<file path="config.mk">
export PLATFORM = sky130hd
export DESIGN_NAME = snitch_icache_tag_ctrl
export DESIGN_NICKNAME = d
export VERILOG_FILES = /design/src/rtl/snitch_icache_pkg.sv /design/src/rtl/lzc.sv /design/src/rtl/snitch_icache_tag_victim.sv /design/src/rtl/snitch_icache_tag_ctrl.sv
export SDC_FILE = /design/constraint.sdc
export NUM_CORES = 1
export LEC_CHECK = 0
export CORE_UTILIZATION = 38
export CTS_CLUSTER_DIAMETER = 120
export CTS_CLUSTER_SIZE = 40
export DETAILED_ROUTE_END_ITERATION = 12
export PLACE_DENSITY = 0.95
export SLEW_MARGIN = 20
export SYNTH_ARGS = -nofsm -noshare
export SYNTH_HDL_FRONTEND = slang
export SYNTH_HIERARCHICAL = 1
export SYNTH_SLANG_ARGS = --single-unit
</file>
<file path="constraint.sdc">
create_clock -name clk_i -period 5.2 [get_ports clk_i]
set_clock_uncertainty 0.15 [all_clocks]
set_input_delay 0.78 -clock clk_i [delete_from_list [all_inputs] [get_ports clk_i]]
set_output_delay 0.78 -clock clk_i [all_outputs]
set_load 0.02 [all_outputs]
</file>
<file path="src/rtl/snitch_icache_pkg.sv">
// snitch_icache_pkg: cache configuration shared by the instruction-cache blocks.
package snitch_icache_pkg;
  typedef struct packed {
    int unsigned SET_COUNT;
    int unsigned LINE_COUNT;
    int unsigned COUNT_ALIGN;
    int unsigned TAG_WIDTH;
  } config_t;
  localparam config_t DefaultCfg = '{SET_COUNT: 4, LINE_COUNT: 128, COUNT_ALIGN: 7, TAG_WIDTH: 16};
endpackage

</file>
<file path="src/rtl/lzc.sv">
// lzc: trailing-zero count (index of the lowest set bit) with empty flag.
module lzc #(
  parameter int unsigned WIDTH     = 2,
  parameter int unsigned CNT_WIDTH = WIDTH > 1 ? $clog2(WIDTH) : 1
) (
  input  logic [WIDTH-1:0]     in_i,
  output logic [CNT_WIDTH-1:0] cnt_o,
  output logic                 empty_o
);
  always_comb begin
    cnt_o = '0;
    for (int i = WIDTH - 1; i >= 0; i--) cnt_o = in_i[i] ? CNT_WIDTH'(i) : cnt_o;
  end
  assign empty_o = ~|in_i;
endmodule

</file>
<file path="src/rtl/snitch_icache_tag_victim.sv">
// snitch_icache_tag_victim: picks the lowest invalid way, else a round-robin way.
module snitch_icache_tag_victim import snitch_icache_pkg::*; #(
  parameter config_t     CFG  = DefaultCfg,
  parameter int unsigned SetW = CFG.SET_COUNT > 1 ? $clog2(CFG.SET_COUNT) : 1
) (
  input  logic                     clk_i,
  input  logic                     rst_ni,
  input  logic [CFG.SET_COUNT-1:0] valid_i,
  input  logic                     miss_hsk_i,
  output logic [SetW-1:0]          victim_o
);
  logic [SetW-1:0] rr_q, rr_d, inv_idx;
  logic all_valid;
  lzc #(.WIDTH(CFG.SET_COUNT)) i_inv (.in_i(~valid_i), .cnt_o(inv_idx), .empty_o(all_valid));
  assign victim_o = all_valid ? rr_q : inv_idx;
  // The pointer only moves when it was actually used to evict; wraps for non-power-of-2 sets.
  assign rr_d = (miss_hsk_i & all_valid)
              ? (rr_q == SetW'(CFG.SET_COUNT - 1) ? '0 : rr_q + SetW'(1)) : rr_q;
  always_ff @(posedge clk_i or negedge rst_ni) begin
    if (!rst_ni) rr_q <= '0;
    else rr_q <= rr_d;
  end
endmodule

</file>
<file path="src/rtl/snitch_icache_tag_ctrl.sv">
// snitch_icache_tag_ctrl: drives the tag SRAM for init/flush clears, lookups and refill writes,
// and turns the returned tags into hit/victim responses.
module snitch_icache_tag_ctrl import snitch_icache_pkg::*; #(
  parameter config_t     CFG  = DefaultCfg,
  parameter int unsigned SetW = CFG.SET_COUNT > 1 ? $clog2(CFG.SET_COUNT) : 1
) (
  input  logic                                        clk_i,
  input  logic                                        rst_ni,
  input  logic                                        flush_valid_i,
  output logic                                        flush_ready_o,
  input  logic                                        lookup_valid_i,
  output logic                                        lookup_ready_o,
  input  logic [CFG.COUNT_ALIGN-1:0]                  lookup_index_i,
  input  logic [CFG.TAG_WIDTH-1:0]                    lookup_tag_i,
  output logic                                        rsp_valid_o,
  input  logic                                        rsp_ready_i,
  output logic                                        rsp_hit_o,
  output logic                                        rsp_error_o,
  output logic [SetW-1:0]                             rsp_set_o,
  input  logic                                        write_valid_i,
  output logic                                        write_ready_o,
  input  logic [CFG.COUNT_ALIGN-1:0]                  write_index_i,
  input  logic [SetW-1:0]                             write_set_i,
  input  logic [CFG.TAG_WIDTH-1:0]                    write_tag_i,
  input  logic                                        write_error_i,
  output logic [CFG.SET_COUNT-1:0]                    ram_enable_o,
  output logic                                        ram_write_o,
  output logic [CFG.COUNT_ALIGN-1:0]                  ram_addr_o,
  output logic [CFG.SET_COUNT*(CFG.TAG_WIDTH+2)-1:0]  ram_wtag_o,
  input  logic [CFG.SET_COUNT*(CFG.TAG_WIDTH+2)-1:0]  ram_rtag_i
);
  localparam int unsigned SC        = CFG.SET_COUNT;
  localparam int unsigned CA        = CFG.COUNT_ALIGN;
  localparam int unsigned TW        = CFG.TAG_WIDTH;
  localparam int unsigned EW        = TW + 2;
  localparam int unsigned VALID_BIT = TW + 1;
  localparam int unsigned ERROR_BIT = TW;
  typedef enum logic [1:0] {INIT, IDLE, FLUSH} state_e;
  state_e state_q, state_d;
  logic [CA-1:0] cnt_q, cnt_d;
  logic [TW-1:0] tag_q;
  logic rsp_valid_q, rsp_valid_d;
  logic idle, slot_free, last, do_flush, do_write, do_lookup, no_hit;
  logic [SC-1:0] way_valid, way_err, way_hit;
  logic [SetW-1:0] hit_idx, victim;
  for (genvar i = 0; i < SC; i++) begin : g_way
    assign way_valid[i] = ram_rtag_i[i*EW+VALID_BIT];
    assign way_err[i]   = ram_rtag_i[i*EW+ERROR_BIT];
    assign way_hit[i]   = way_valid[i] & (ram_rtag_i[i*EW +: TW] == tag_q);
  end
  lzc #(.WIDTH(SC)) i_hit (.in_i(way_hit), .cnt_o(hit_idx), .empty_o(no_hit));
  snitch_icache_tag_victim #(.CFG(CFG)) i_victim (
    .clk_i, .rst_ni,
    .valid_i    (way_valid),
    .miss_hsk_i (rsp_valid_q & rsp_ready_i & no_hit),
    .victim_o   (victim)
  );
  assign rsp_valid_o = rsp_valid_q;
  assign rsp_hit_o   = ~no_hit;
  assign rsp_error_o = ~no_hit & way_err[hit_idx];
  assign rsp_set_o   = no_hit ? victim : hit_idx;
  // A stalled response blocks new SRAM reads so the read data it depends on stays put.
  assign idle           = state_q == IDLE;
  assign slot_free      = ~rsp_valid_q | rsp_ready_i;
  assign last           = cnt_q == CA'(CFG.LINE_COUNT - 1);
  assign write_ready_o  = idle & slot_free & ~flush_valid_i;
  assign lookup_ready_o = write_ready_o & ~write_valid_i;
  assign do_flush       = idle & slot_free & flush_valid_i;
  assign do_write       = write_ready_o & write_valid_i;
  assign do_lookup      = lookup_ready_o & lookup_valid_i;
  assign rsp_valid_d    = do_lookup | (rsp_valid_q & ~rsp_ready_i);
  always_comb begin
    state_d       = state_q;
    cnt_d         = cnt_q;
    flush_ready_o = 1'b0;
    ram_enable_o  = '0;
    ram_write_o   = 1'b0;
    ram_addr_o    = cnt_q;
    ram_wtag_o    = '0;
    if (!idle || do_flush) begin
      ram_enable_o  = '1;
      ram_write_o   = 1'b1;
      cnt_d         = last ? '0 : cnt_q + CA'(1);
      state_d       = last ? IDLE : (idle ? FLUSH : state_q);
      flush_ready_o = last & (state_q != INIT);
    end else if (do_write) begin
      ram_enable_o = SC'(1) << write_set_i;
      ram_write_o  = 1'b1;
      ram_addr_o   = write_index_i;
      ram_wtag_o   = {SC{1'b1, write_error_i, write_tag_i}};
    end else if (do_lookup) begin
      ram_enable_o = '1;
      ram_addr_o   = lookup_index_i;
    end
  end
  always_ff @(posedge clk_i or negedge rst_ni) begin
    if (!rst_ni) begin
      state_q     <= INIT;
      cnt_q       <= '0;
      rsp_valid_q <= 1'b0;
      tag_q       <= '0;
    end else begin
      state_q     <= state_d;
      cnt_q       <= cnt_d;
      rsp_valid_q <= rsp_valid_d;
      tag_q       <= do_lookup ? lookup_tag_i : tag_q;
    end
  end
endmodule

</file>
* After elaboration in Yosys (flattened, before gate mapping) *
Index checks and enable logic that the tools add are counted.
Widths: inputs -> output; s select.

word-level totals
  flip-flop bits (word level) = 28
  input bits = 127
  output and inout bits = 92
  word-level logic and storage cells = 75

cells by class
  $add $sub $neg = 2
  $lt $le $gt $ge = 1
  eq/ne operators = 7
  shifts and indexed selects = 1
  mux-type cells = 27
  bitwise gates (word level) = 23
  reduce and logical (&&, ||, !) cells = 9

operators by type and width
  cell                 number
  $mux 72              2
  $eq 16x16->1         4
  $mux 7               4
  $mux 2               13
  $and 1x1->1          16
  $mux 4               3
  $reduce_or 4->1      2
  $add 7x1->7 const B  1
  $eq 7x7->1 const B   1
  $mux 1               4
  $not 1->1            4
  $not 4->4            1
  $reduce_bool 2->1    2
  $shl 1x2->4 const A  1
  $logic_not 1->1      3
  $lt 2x3->1 const B   1
  $add 2x1->2 const B  1
  $bmux 1 s2           1
  $eq 2x1->1 const B   1
  $eq 2x2->1 const B   1
  $or 1x1->1           2
  $reduce_and 2->1     1
  $logic_or 1x1->1     1

* Logic depth before layout (Yosys ltp) *
  word-level depth = 9
  gate-level depth with buffers = 9
  depth with buffers taken out = 8

* Hierarchy *
Netlist, hierarchy kept.

by module, submodules not included
  module                    times used  cells each  area each (um^2)
  snitch_icache_tag_ctrl    1           310         2746.4
  snitch_icache_tag_victim  1           13          140.1
  lzc                       2           6           36.3

* Least setup slack after synthesis *
OpenSTA, ideal clock, no wires.

  path kind = input to output
  from = input port ram_rtag_i[68]
  to = output port rsp_error_o
  arrival time = 2.736 ns
  slack = 1.534 ns
  cell stages on the path = 8
  buffers on the path = 0
  cells stage by stage = xor2_1 > nor4_1 > nand4_1 > nor4_1 > nand2b_1 > a21oi_1 > mux4_2 > and2_1

on the way
  cells in the longest elaborated chain, start to end = 9

RTL lines
  what                          RTL line                      text
  start, declared               snitch_icache_tag_ctrl.sv:30  input logic [CFG.SET_COUNT*(CFG.TAG_WIDTH+2)-1:0] ram_rtag_i
  $eq 16x16->1                  snitch_icache_tag_ctrl.sv:49  assign way_hit[i] = way_valid[i] & (ram_rtag_i[i*EW +: TW] == tag_q);
  $and 1x1->1                   snitch_icache_tag_ctrl.sv:49
  named net way_hit[3]          snitch_icache_tag_ctrl.sv:44  logic [SC-1:0] way_valid, way_err, way_hit;
  $mux 2 (4 in series)          lzc.sv:12                     for (int i = WIDTH - 1; i >= 0; i--) cnt_o = in_i[i] ? CNT_WIDTH'(i) : cnt_o;
  named net hit_idx[0]          snitch_icache_tag_ctrl.sv:45  logic [SetW-1:0] hit_idx, victim;
  $bmux 1 s2                    snitch_icache_tag_ctrl.sv:60  assign rsp_error_o = ~no_hit & way_err[hit_idx];
  $mux 1 (implied by the code)  snitch_icache_tag_ctrl.sv:60
  $and 1x1->1                   snitch_icache_tag_ctrl.sv:60
  end, declared                 snitch_icache_tag_ctrl.sv:18  output logic rsp_error_o,

The timed path passes the listed nets, and every way through them passes these cells. The select of a mux whose other input is x is not followed.

* Worst setup path in the final report *
  from = input port ram_rtag_i[26]
  to = output port rsp_error_o

on the way
  cells in the longest elaborated chain, start to end = 7

RTL lines
  what                          RTL line
  $eq 16x16->1                  snitch_icache_tag_ctrl.sv:49
  $and 1x1->1                   snitch_icache_tag_ctrl.sv:49
  named net way_hit[1]          snitch_icache_tag_ctrl.sv:44
  $mux 2 (2 in series)          lzc.sv:12
  named net hit_idx[0]          snitch_icache_tag_ctrl.sv:45
  $bmux 1 s2                    snitch_icache_tag_ctrl.sv:60
  $mux 1 (implied by the code)  snitch_icache_tag_ctrl.sv:60
  $and 1x1->1                   snitch_icache_tag_ctrl.sv:60

The timed path passes the listed nets, and every way through them passes these cells. The select of a mux whose other input is x is not followed.

==> results.md <==
* Outcome: completed
* Start point of the worst hold path: i_victim/rr_q[1]
* Final WS setup at 0.354 ns
* Leakage at 1.91 nW
* Reg2reg setup slack at 2.48 ns
* Final hold slack at 0.404 ns
* Total GRT Usage at 25.4%
* Synthesized instance count at 335
* Pwr dens at 228 nW/µm²
* CTS sink cnt at 28
* Grt total ovfl at 0
* Die width at 90.2 µm
* Worst-Skew Late Latency at 0.27 ns
* Final Hold Viols at 0
* Cell Area, Placed at 4780 µm²
* Period utilisation layout at 93.2%
* Req. time, crit path at 4.27 ns
* Worst-path maximum fanout at 3
* Layout Nets at 614
* Post-Synth XOR/XNOR Area at 19.8%
* Via-to-Cell Ratio at 4.82
* Via count at 2,804
* PortBufs at 218
* Syn Std Cell Area at 2960 µm²
* Number of global-route vias before repair at 2,987
* Peak VDD IR at 0.107 mV
* Setup TNS at 0 ns
* Post-synthesis net count at 464
* Post-CTS Hold Buffers at 0
* Worst EP arrival at 3.92 ns
* Post-synth cell types at 41
* Primary FF master, synth: dfrtp_1
* Final WL at 10,200 µm
* Syn Area/Cell at 8.83 µm²
* Fmax at 206 MHz
* Die height at 90.2 µm
* Largest family of logic cells by synthesized area: XOR/XNOR gates
* Starting DRT DRC Count at 88
* CP startpoint: ram_rtag_i[26]
* Fillers at 599
* Buffers and inverters on the worst path at 3
* CTS clk-pin slew, worst paths at 0.10 ns
* Post-synth ARST share at 100%
* Largest net degree at the start of global routing at 29
* Share of cells above drive strength 1 at 8.70%
* Clock tree buffer depth at 2
* ANT cells at 0
* Routed Antenna Nets at 0
* Postcts setup bufs at 0
* FF-to-FF Start: tag_q[5]
* Adder-Cell Fraction of Synth Area at 0.846%
* Clock buffer count from CTS at 3
* Drt drc at 0
* CP Class: in -> out
* Avg WL per Cell at 17.5 µm
* Finished Cell Area at 4820 µm²
* Die area at 8140 µm²
* Critical path's slowest cell: mux4_2
* Max_cap viols at 0
* Startpoint types: primary input
* Clk root buf: clkbuf_8
* Min-Delay Path Class: reg -> reg
* Critical path cell sequence: clkdlybuf4s50_1, xor2_1, nor4_1, nand4_1, nor4_1, inv_1, a21oi_1, mux4_2, and2_1, clkdlybuf4s50_1
* Slew @ Worst Pin at 0.612 ns
* RSZ-0062 raised after global routing: false
* Dpl ws at 0.383 ns
* CP Capture Type: output port
* Initial antenna violation count at 0
* Detailed Place HPWL at 8590 µm
* TritonRoute pass-1 iters at 4
* Sequential area share after synthesis at 23.7%
* Post-synthesis compound-gate area fraction at 7.53%
* Io pins at 219
* Placer Congestion at 0.959
* Top cell family by delay on the critical path: simple AND/OR/NAND/NOR gates
* Path depth of the worst reg2reg path at 8
* CTS tree: built
* Synth warn at 6
* Relative slew slack at 58.8%
* Yosys reg bits at 28
* Final setup vio count at 0
* WHS Path Cells at 1
* Slew Limit Fails at 0
* Mux contribution to synthesized area at 10.8%
* Most frequent cells in the layout: clkdlybuf4s50_1, xnor2_1, dfrtp_1
* Core box area at 7410 µm²
* Crit path depth at 10
* Area growth syn-to-layout at 63.0%
* Number of flops mapped to enable cells by yosys at 0
* Most common cell after layout, fill and taps aside: clkdlybuf4s50_1
* Initial Utilization at 39.9%
* Synth Area in Simple Gates at 18.0%
* Htree depth at 1
* Site row count at 31
* Min Clock Period, post-route at 4.85 ns
* CP peak stage delay at 0.54 ns
* Post-CTS Resized at 0
* First-pass GRT wire length at 16,200 µm
[flip-flops by register name, indices dropped and copies added (netlist names)]
register,flops
cnt_q,7
i_victim/rr_q,2
rsp_valid_o,1
state_q,2
tag_q,16
[worst register-to-register path, cell delays in order, from the launching register on]
cell	delay, ns
dfrtp_1	0.50
xor2_1	0.23
nor4_1	0.31
nand4_1	0.14
nor4_1	0.52
nor4_2	0.17
and3_1	0.20
nand2_2	0.09
mux2_4	0.30
[Yosys cell counts, drive strengths merged (7+ instances only)]
cell type / count / area share, %
buf: 62 / 16
xnor2: 50 / 15
dfrtp: 28 / 24
mux2: 23 / 10
and2: 19 / 4.0
xor2: 17 / 5.0
clkbuf: 16 / 2.0
nand2: 16 / 2.4
inv: 13 / 1.6
nand4: 12 / 2.5
nor4: 10 / 2.5
o21ai: 10 / 1.7
a22oi: 7 / 1.8
nor2: 7 / 0.89
[per-stage QoR]
step                      utilization [%]  power, mW  cells
final                                65.1       1.10    582
after global routing                 65.1       1.18    582
after CTS                            65.1       1.10    582
after detailed placement             64.6      0.984    579
after global placement               64.6      0.960    579
after floorplan                         -      0.733    335
[metal layers]
layer | vias up | global-route usage [%] | routed length, µm
li1 | 1357 | - | -
met1 | 1332 | 31.7 | 4310
met2 | 93 | 43.3 | 5100
met3 | 22 | 4.99 | 448
met4 | 0 | 9.54 | 300
met5 | - | 0 | 0
[final cells by class]
cell class | count | area (µm²) | area share [%]
repair buffers | 223 | 2220 | 46.0
clock buffers | 3 | 41.3 | 0.856
multi-input cells | 215 | 1690 | 34.9
inverters | 14 | 53.8 | 1.12
well taps | 99 | 124 | 2.57
flip-flops and latches | 28 | 701 | 14.5
[power by group]
part           internal [mW]  switching [mW]  total, mW
combinational          0.347           0.228      0.576
sequential             0.283           0.124      0.407
clock                 0.0520          0.0659      0.118
[path summary, 6_finish.rpt]
kind                                         end
worst max-delay path                 rsp_error_o
worst min-delay path            i_victim/rr_q[1]
worst max register to register  i_victim/rr_q[0]
worst min register to register  i_victim/rr_q[1]
max in group asynchronous               cnt_q[4]
min in group asynchronous              tag_q[15]
[cell families (layout without fill, tap and decap cells)]
group,after synthesis,in the layout
simple gates,87,87
xor+xnor,67,67
fa+ha+maj,2,2
buf+inv,92,240
flops,28,28
mux,24,24
compound gates,35,35
(Power assumes the default switching activity.)
==> RTL change: new RTL, config.mk and constraints unchanged <==
`tag_q` no longer has a reset.
--- a/src/rtl/snitch_icache_tag_ctrl.sv
+++ b/src/rtl/snitch_icache_tag_ctrl.sv
@@ -100,3 +100,2 @@
       rsp_valid_q <= 1'b0;
-      tag_q       <= '0;
     end else begin
@@ -105,4 +104,7 @@
       rsp_valid_q <= rsp_valid_d;
-      tag_q       <= do_lookup ? lookup_tag_i : tag_q;
     end
+  end
+
+  always_ff @(posedge clk_i) begin
+    tag_q <= do_lookup ? lookup_tag_i : tag_q;
   end
Check against the original RTL: same outputs for any inputs over 10 cycles, from zero or initial values and one cycle with rst_ni low; that may be too few to reach the edited logic, so the function may still have changed.
==> RTL change against the unedited design <==
  * Routed wire length fell by 10%
  * Power fell by 24%
  * Setup slack got worse by 0.030 ns
  * Synthesized area fell by 7.2%
  * Sequential cell count did not move
  * Count of clock-buffer cells in the layout rose by 1
  * Via count fell by 1.4%
  * Cell area fell by 3.7%
  * Critical path type unchanged
  * Critical endpoint unchanged
  * Largest cell class unchanged
==> RTL change: results (changes against the unedited design) <==
Leakage Power=0.00169 uW (was 0.00191 uW); Seq power=315 uW (was 407 uW); Worst R2R Setup Slack=2.29 ns (was 2.48 ns); first-pass GRT wire length=13.5 mm (was 16.2 mm); Syn Area/Cell=8.86 um2 (was 8.83 um2); gpl congestion=0.900 (was 0.959); hold slack=0.404 ns (about the same); FFs w/ async S/R, synth=42.9% (was 100%); Fill cells=510 (was 599); Overall Global Routing Usage=23.3% (was 25.4%); RR Startpoint=tag_q[9]$_DFFE_PP_ (was tag_q[5]$_DFFE_PN0P_); sw frac=32.8% (was 38.0%); Slew HR=58.6% (was 58.8%); Comb pwr share=48.5% (was 52.3%); Routed WL=9.15 mm (was 10.2 mm); Hold Path End=cnt_q[4]$_DFFE_PN0N_ (was i_victim/rr_q[1]$_DFFE_PN0P_); Worst Setup SP=ram_rtag_i[24] (was ram_rtag_i[26]); Post-Syn Nets=439 (was 464); layout cells sized above 1=4.50% (was 8.70%); M3 GR Usage=2.65% (was 4.99%); slowest CP cell=nor4_1 (was mux4_2); routed wl met2=4.88 mm (was 5.10 mm); Inst Count DP=559 (was 579); met2 usage=43.6% (was 43.3%); pre-CTS setup slack=0.342 ns (was 0.383 ns); Peak VDD IR=0.000106 V (was 0.000107 V); grt met1 use=27.9% (was 31.7%); Area after DPL=4600 um2 (was 4780 um2); synth cell count leaders=buf_4, xnor2_1, and2_1 (was buf_4, xnor2_1, dfrtp_1); dpl hpwl=7.72 mm (was 8.59 mm); largest net degree at the start of global routing=32 (was 29); run status=finished clean (unchanged); met3 wire length=465 um (was 448 um); final net count=597 (was 614); sequential area share after synthesis=28.4% (was 23.7%); vias in the first global route=2769 (was 2987); via count=2765 (was 2804); Main synth FF type=edfxtp_1 (was dfrtp_1); R2R Path End=i_victim/rr_q[1]$_DFFE_PN0P_ (was i_victim/rr_q[0]$_DFFE_PN0P_); routed len/inst=16.2 um (was 17.5 um)
==> RTL change: cell types whose count changed after synthesis, sizes merged, moves of 2 or more <==
cell    before  now
nand2       16   19
o21ai       10   12
dfrtp       28   12
edfxtp       0   16
buf         62   59
o31ai        4    1
mux2        23    7
clkbuf      16    7
==> RTL change: logic make-up after synthesis <==
group / count (synthesis) / synth area share (%)
flip-flops: 28 / 28.4
buffers and inverters: 80 / 18.5
AND/OR/NAND/NOR: 91 / 19.1
AO/OA/AOI/OAI: 34 / 7.65
adder cells (fa/ha/maj): 2 / 0.911
XOR/XNOR: 67 / 21.4
multiplexers: 8 / 3.96
==> RTL change: cell type report <==
class | instances | area [um2] | share of cell area [%]
Inverter | 14 | 52.6 | 1.13
Clock buffer | 4 | 45.0 | 0.970
Timing Repair Buffer | 219 | 2190 | 47.1
Multi-Input combinational cell | 202 | 1460 | 31.4
Tap cell | 96 | 120 | 2.59
Sequential cell | 28 | 781 | 16.8
